<file path="src/rtl/cmp_arb_pkg.sv">
// Shared types and constants for the round-robin comparator arbiter.
package cmp_arb_pkg;

    typedef enum logic [1:0] {
        ST_IDLE = 2'd0,
        ST_CMP  = 2'd1,
        ST_RESP = 2'd2
    } state_t;

    localparam int DEF_WIDTH = 4;
    localparam int DEF_NREQ  = 2;
    localparam int EQ_CNT_W  = 8;

endpackage

</file>
<file path="src/rtl/cmp_core.sv">
// Purely combinational unsigned magnitude comparator.
module cmp_core #(
    parameter int WIDTH = 4
) (
    input  logic [WIDTH-1:0] i_a,
    input  logic [WIDTH-1:0] i_b,
    output logic             o_eq,
    output logic             o_gt,
    output logic             o_lt
);

    assign o_eq = (i_a == i_b);
    assign o_gt = (i_a > i_b);
    assign o_lt = (i_a < i_b);

endmodule

</file>
<file path="src/rtl/cmp_arbiter.sv">
// Round-robin arbiter sharing one comparator between NREQ requesters.
// Optional equal-result counter is built when CMP_ARB_STATS_EN is defined.
module cmp_arbiter
    import cmp_arb_pkg::*;
#(
    parameter int WIDTH = DEF_WIDTH,
    parameter int NREQ  = DEF_NREQ
) (
    input  logic                  clk,
    input  logic                  rst_n,
    input  logic [NREQ-1:0]       req,
    input  logic [NREQ*WIDTH-1:0] a_in,
    input  logic [NREQ*WIDTH-1:0] b_in,
    output logic [NREQ-1:0]       gnt,
    output logic [NREQ-1:0]       done,
    output logic                  res_eq,
    output logic                  res_gt,
    output logic                  res_lt,
    output logic                  busy,
    output logic [EQ_CNT_W-1:0]   eq_count
);

    localparam int IDX_W = (NREQ > 1) ? $clog2(NREQ) : 1;

    state_t           r_state;
    state_t           w_state_next;
    logic [IDX_W-1:0] r_ptr;
    logic [IDX_W-1:0] r_win;
    logic [IDX_W-1:0] w_win;
    logic             w_any;
    logic [NREQ-1:0]  r_gnt;
    logic [NREQ-1:0]  r_done;
    logic [WIDTH-1:0] r_a;
    logic [WIDTH-1:0] r_b;
    logic             r_eq;
    logic             r_gt;
    logic             r_lt;
    logic             r_busy;
    logic             w_eq;
    logic             w_gt;
    logic             w_lt;

    // Scan from the highest offset down so the lowest offset from r_ptr wins.
    always_comb begin
        w_any = 1'b0;
        w_win = r_ptr;
        for (int off = NREQ - 1; off >= 0; off--) begin
            if (req[IDX_W'((int'(r_ptr) + off) % NREQ)]) begin
                w_any = 1'b1;
                w_win = IDX_W'((int'(r_ptr) + off) % NREQ);
            end
        end
    end

    always_comb begin
        w_state_next = r_state;
        case (r_state)
            ST_IDLE: if (w_any) w_state_next = ST_CMP;
            ST_CMP:  w_state_next = ST_RESP;
            ST_RESP: w_state_next = ST_IDLE;
            default: w_state_next = ST_IDLE;
        endcase
    end

    cmp_core #(.WIDTH(WIDTH)) u_core (
        .i_a  (r_a),
        .i_b  (r_b),
        .o_eq (w_eq),
        .o_gt (w_gt),
        .o_lt (w_lt)
    );

    always_ff @(posedge clk) begin
        if (!rst_n) begin
            r_state <= ST_IDLE;
            r_busy  <= 1'b0;
            r_ptr   <= '0;
            r_win   <= '0;
            r_gnt   <= '0;
            r_done  <= '0;
            r_a     <= '0;
            r_b     <= '0;
            r_eq    <= 1'b0;
            r_gt    <= 1'b0;
            r_lt    <= 1'b0;
        end else begin
            r_state <= w_state_next;
            r_busy  <= (w_state_next != ST_IDLE);
            case (r_state)
                ST_IDLE: begin
                    if (w_any) begin
                        r_win <= w_win;
                        r_gnt <= {{(NREQ-1){1'b0}}, 1'b1} << w_win;
                        r_a   <= a_in[int'(w_win)*WIDTH +: WIDTH];
                        r_b   <= b_in[int'(w_win)*WIDTH +: WIDTH];
                    end
                end
                ST_CMP: begin
                    r_eq   <= w_eq;
                    r_gt   <= w_gt;
                    r_lt   <= w_lt;
                    r_done <= r_gnt;
                    r_gnt  <= '0;
                    r_ptr  <= (int'(r_win) == NREQ - 1) ? '0 : r_win + 1'b1;
                end
                ST_RESP: r_done <= '0;
                default: r_done <= '0;
            endcase
        end
    end

`ifdef CMP_ARB_STATS_EN
    logic [EQ_CNT_W-1:0] r_eq_cnt;

    // Saturating: stays at all-ones once reached.
    always_ff @(posedge clk) begin
        if (!rst_n) begin
            r_eq_cnt <= '0;
        end else if (r_state == ST_CMP && w_eq && r_eq_cnt != '1) begin
            r_eq_cnt <= r_eq_cnt + 1'b1;
        end
    end

    assign eq_count = r_eq_cnt;
`else
    assign eq_count = '0;
`endif

    assign gnt    = r_gnt;
    assign done   = r_done;
    assign res_eq = r_eq;
    assign res_gt = r_gt;
    assign res_lt = r_lt;
    assign busy   = r_busy;

endmodule

</file>
<file path="config.mk">
export PLATFORM = sky130hd
export DESIGN_NAME = cmp_arbiter
export DESIGN_NICKNAME = d
export VERILOG_FILES = /design/src/rtl/cmp_arb_pkg.sv /design/src/rtl/cmp_core.sv /design/src/rtl/cmp_arbiter.sv
export SDC_FILE = /design/constraint.sdc
export NUM_CORES = 1
export LEC_CHECK = 0
export BUFFER_PORTS_ARGS = -buffer_cell sky130_fd_sc_hd__buf_2
export CAP_MARGIN = 10
export CORE_ASPECT_RATIO = 1.4
export CORE_UTILIZATION = 50
export CTS_BUF_LIST = sky130_fd_sc_hd__clkbuf_8
export CTS_CLUSTER_DIAMETER = 80
export DETAILED_ROUTE_END_ITERATION = 6
export PLACE_DENSITY_LB_ADDON = 0.12
export SYNTH_ARGS = -nofsm -noshare
export SYNTH_HDL_FRONTEND = slang
export SYNTH_SLANG_ARGS = --single-unit
</file>
<file path="constraint.sdc">
create_clock -name clk -period 2.05 [get_ports clk]
set_input_delay 0.41 -clock clk [delete_from_list [all_inputs] [get_ports clk]]
set_output_delay 0.41 -clock clk [all_outputs]
set_load 0.02 [all_outputs]
</file>
==> results.py <==
metrics = {
    "outcome": {
        "outcome": "finished, final reports clean",
    },
    "synthesis": {
        "synth_largest_area_cell": "dfxtp_1",
        "synth_async_sr_flop_share": 0,
        "synth_area_leaders": "dfxtp_1 42%, mux2i_1 10%, nand2_1 7.5%, buf_4 6.3%, ha_1 5.2%",
        "ys_warn_count": 0,
        "synthTopCellsByCount": "20 x dfxtp_1, 19 x nand2_1, 10 x mux2i_1",
        "syn_inst": 107,
        "synth.avg_cell_area_um2": 8.92,
        "yosys.area.top_type_share": 0.419,
        "yosysUniqueCellTypes": 24,
        "synth_edf_count": 0,
        "synth_flop_cell": "dfxtp_1",
        "yosys.cell_count.top_type": "dfxtp_1",
        "ys_ff_latch": 20,
        "syn_area_um2": 955,
        "ys_seq_area_frac": 0.419,
    },
    "floorplan": {
        "die_y_um": 53.7,
        "num_io_pins": 36,
        "start_util": 0.537,
        "placement_rows": 18,
        "die-area_um2": 2090,
        "coreArea_um2": 1780,
        "die_x_um": 38.9,
    },
    "clock_tree": {
        "cts_num_sinks": 20,
        "clk_pin_slew_ns": 0.07,
        "cts_setup_buffers": 0,
        "tritoncts": "yes",
        "insertion_delay_ns": 0.25,
        "cts-resized-gates": 0,
        "cts_buffers": 3,
        "cts_hold_buf": 0,
        "clockRootBuffer": "clkbuf_8",
        "htree_num_levels": 1,
        "clock_path_buffers": 2,
    },
    "worst_setup_path": {
        "critPathKind": "reg2reg",
        "cpPeakStageDelay_ns": 0.55,
        "crit_path_cell_trace": "or3b_1 -> nand3_1 -> o21ai_1 -> and2_1",
        "cp.required_ns": 2.20,
        "startpoint_type": "flop",
        "crit_fanout": 9,
        "crit_path_end_kind": "flop",
        "cp_slowest_cell": "or3b_1",
        "crit_arrival_ns": 1.55,
        "r2r_start": "r_state[0]$_SDFF_PN0_",
        "critPathLaunch": "r_state[0]$_SDFF_PN0_",
    },
    "power_and_ir_drop": {
        "p_leak_uw": 0.000584,
        "powerDensity_nw_per_um2": 792,
        "peakVddDrop_uv": 461,
    },
    "min_path": {
        "hold_class": "reg2reg",
        "hp-start": "r_win$_SDFFE_PN0P_",
    },
    "drt": {
        "wl_um": 1700,
        "wl_per_cell_um": 11.2,
        "via_per_inst": 5.14,
        "drt_iter0_drc": 9,
        "firstDrtPassIters": 2,
        "drc": 0,
        "ant_nets": 0,
        "num_vias": 782,
    },
    "placement": {
        "placed_cell_area_um2": 1060,
        "post-place-cells": 148,
        "portBuffers": 26,
        "place_hpwl_um": 1270,
        "gp_congestion": 0.749,
    },
    "layout": {
        "drive_gt1_frac": 0.242,
        "n_antenna_cell": 0,
        "final_cell_area_um2": 1120,
        "fin_nets": 157,
        "area_growth_pct": 16.9,
        "layout.cells.non_filler": 152,
    },
    "grt": {
        "grt_use_total": 0.188,
        "overflow": 0,
        "first_global_vias": 663,
        "top_usage_layer": "met2",
        "grt_use_met1": 0.195,
        "grt_start_max_net_pins": 21,
        "use_met2": 0.347,
        "grt_pass1_wl_um": 2680,
        "antenna_found_initial": 0,
        "met3_usage": 0.0372,
    },
    "sta": {
        "hold_violations": 0,
        "setup_viol": 0,
        "setup_tns_ns": 0,
        "fin_skew_ns": 0.00174,
        "fmax_mhz": 717,
        "rsz0062_at_grt": "no",
        "slew_headroom": 0.602,
        "worst_slew_pin_slew_ns": 0.596,
        "slew_violations": 0,
        "min_period_ns": 1.40,
        "post-route-period-util": 0.681,
    },
    "job": {
        "maxCapViolCount": 0,
    },
}
==> critical path, delay by kind of cell (launching register included) <==
kind / cells / cell delay [ns]
AND/OR/NAND/NOR: 3 / 0.85
AO/OA/AOI/OAI: 1 / 0.06
flip-flops: 1 / 0.38
==> metrics by stage <==
step           hold WS [ns]   util  setup WS, ns  total power, µW
2_1_floorplan         0.432      -         0.781              566
3_3_place_gp          0.442  0.596         0.600              596
3_5_place_dp          0.448  0.596         0.580              601
4_1_cts               0.459  0.627         0.651              894
5_1_grt               0.471  0.627         0.555              931
6_report              0.461  0.627         0.655              883
==> layout make-up <==
cell class / count / area [µm²]
Inverter: 6 / 22.5
Fill cell: 164 / 663
Clock buffer: 4 / 55.1
Timing Repair Buffer: 27 / 138
Multi-Input combinational cell: 75 / 475
Tap cell: 20 / 25.0
Sequential cell: 20 / 400
==> cell families after synthesis <==
group / after synthesis / synth area share
buffers and inverters: 19 / 0.110
adder cells (fa/ha/maj): 4 / 0.0524
AO/OA/AOI/OAI: 16 / 0.118
AND/OR/NAND/NOR: 37 / 0.191
multiplexers: 10 / 0.105
other: 1 / 0.00393
flip-flops: 20 / 0.419
==> power breakdown <==
group / leakage (µW) / internal (µW) / switching, µW / total [µW]
registers: 0.000164 / 416 / 20.6 / 437
logic: 0.000391 / 67.3 / 86.8 / 154
clock network: 0.0000288 / 171 / 122 / 293
==> path summary, 6_finish.rpt <==
check                                            to  slack [ns]  cells past startpoint
worst min-delay path             r_win$_SDFFE_PN0P_        0.46                      2
worst max-delay path            gnt[0]$_SDFFE_PN0P_        0.65                      4
worst max register to register  gnt[0]$_SDFFE_PN0P_        0.65                      4
worst min register to register   r_win$_SDFFE_PN0P_        0.46                      2
==> flip-flops by register name, summed over array words and instances, names as in the netlist <==
register / flops
r_a: 4
res_lt: 1
r_b: 4
r_state: 2
done: 2
gnt: 2
res_gt: 1
r_ptr: 1
r_win: 1
res_eq: 1
busy: 1
==> routing by layer <==
layer / part of all wire / wire [µm] / vias to the layer above
met5: 0 / 0 / -
met4: 0.017 / 29 / 0
met3: 0.030 / 51 / 4
met2: 0.53 / 894 / 17
met1: 0.43 / 722 / 364
li1: - / - / 397
==> cells in the final DEF, fill, tap and decap left out, drive strengths merged, types with 4 or more instances in the layout <==
cell type,count
conb,8
ha,4
o211a,4
inv,6
mux2i,10
dfxtp,20
buf,27
clkbuf,4
o21ai,5
and3,5
nand2,19
No activity file was read; power rests on OpenSTA's default activity.
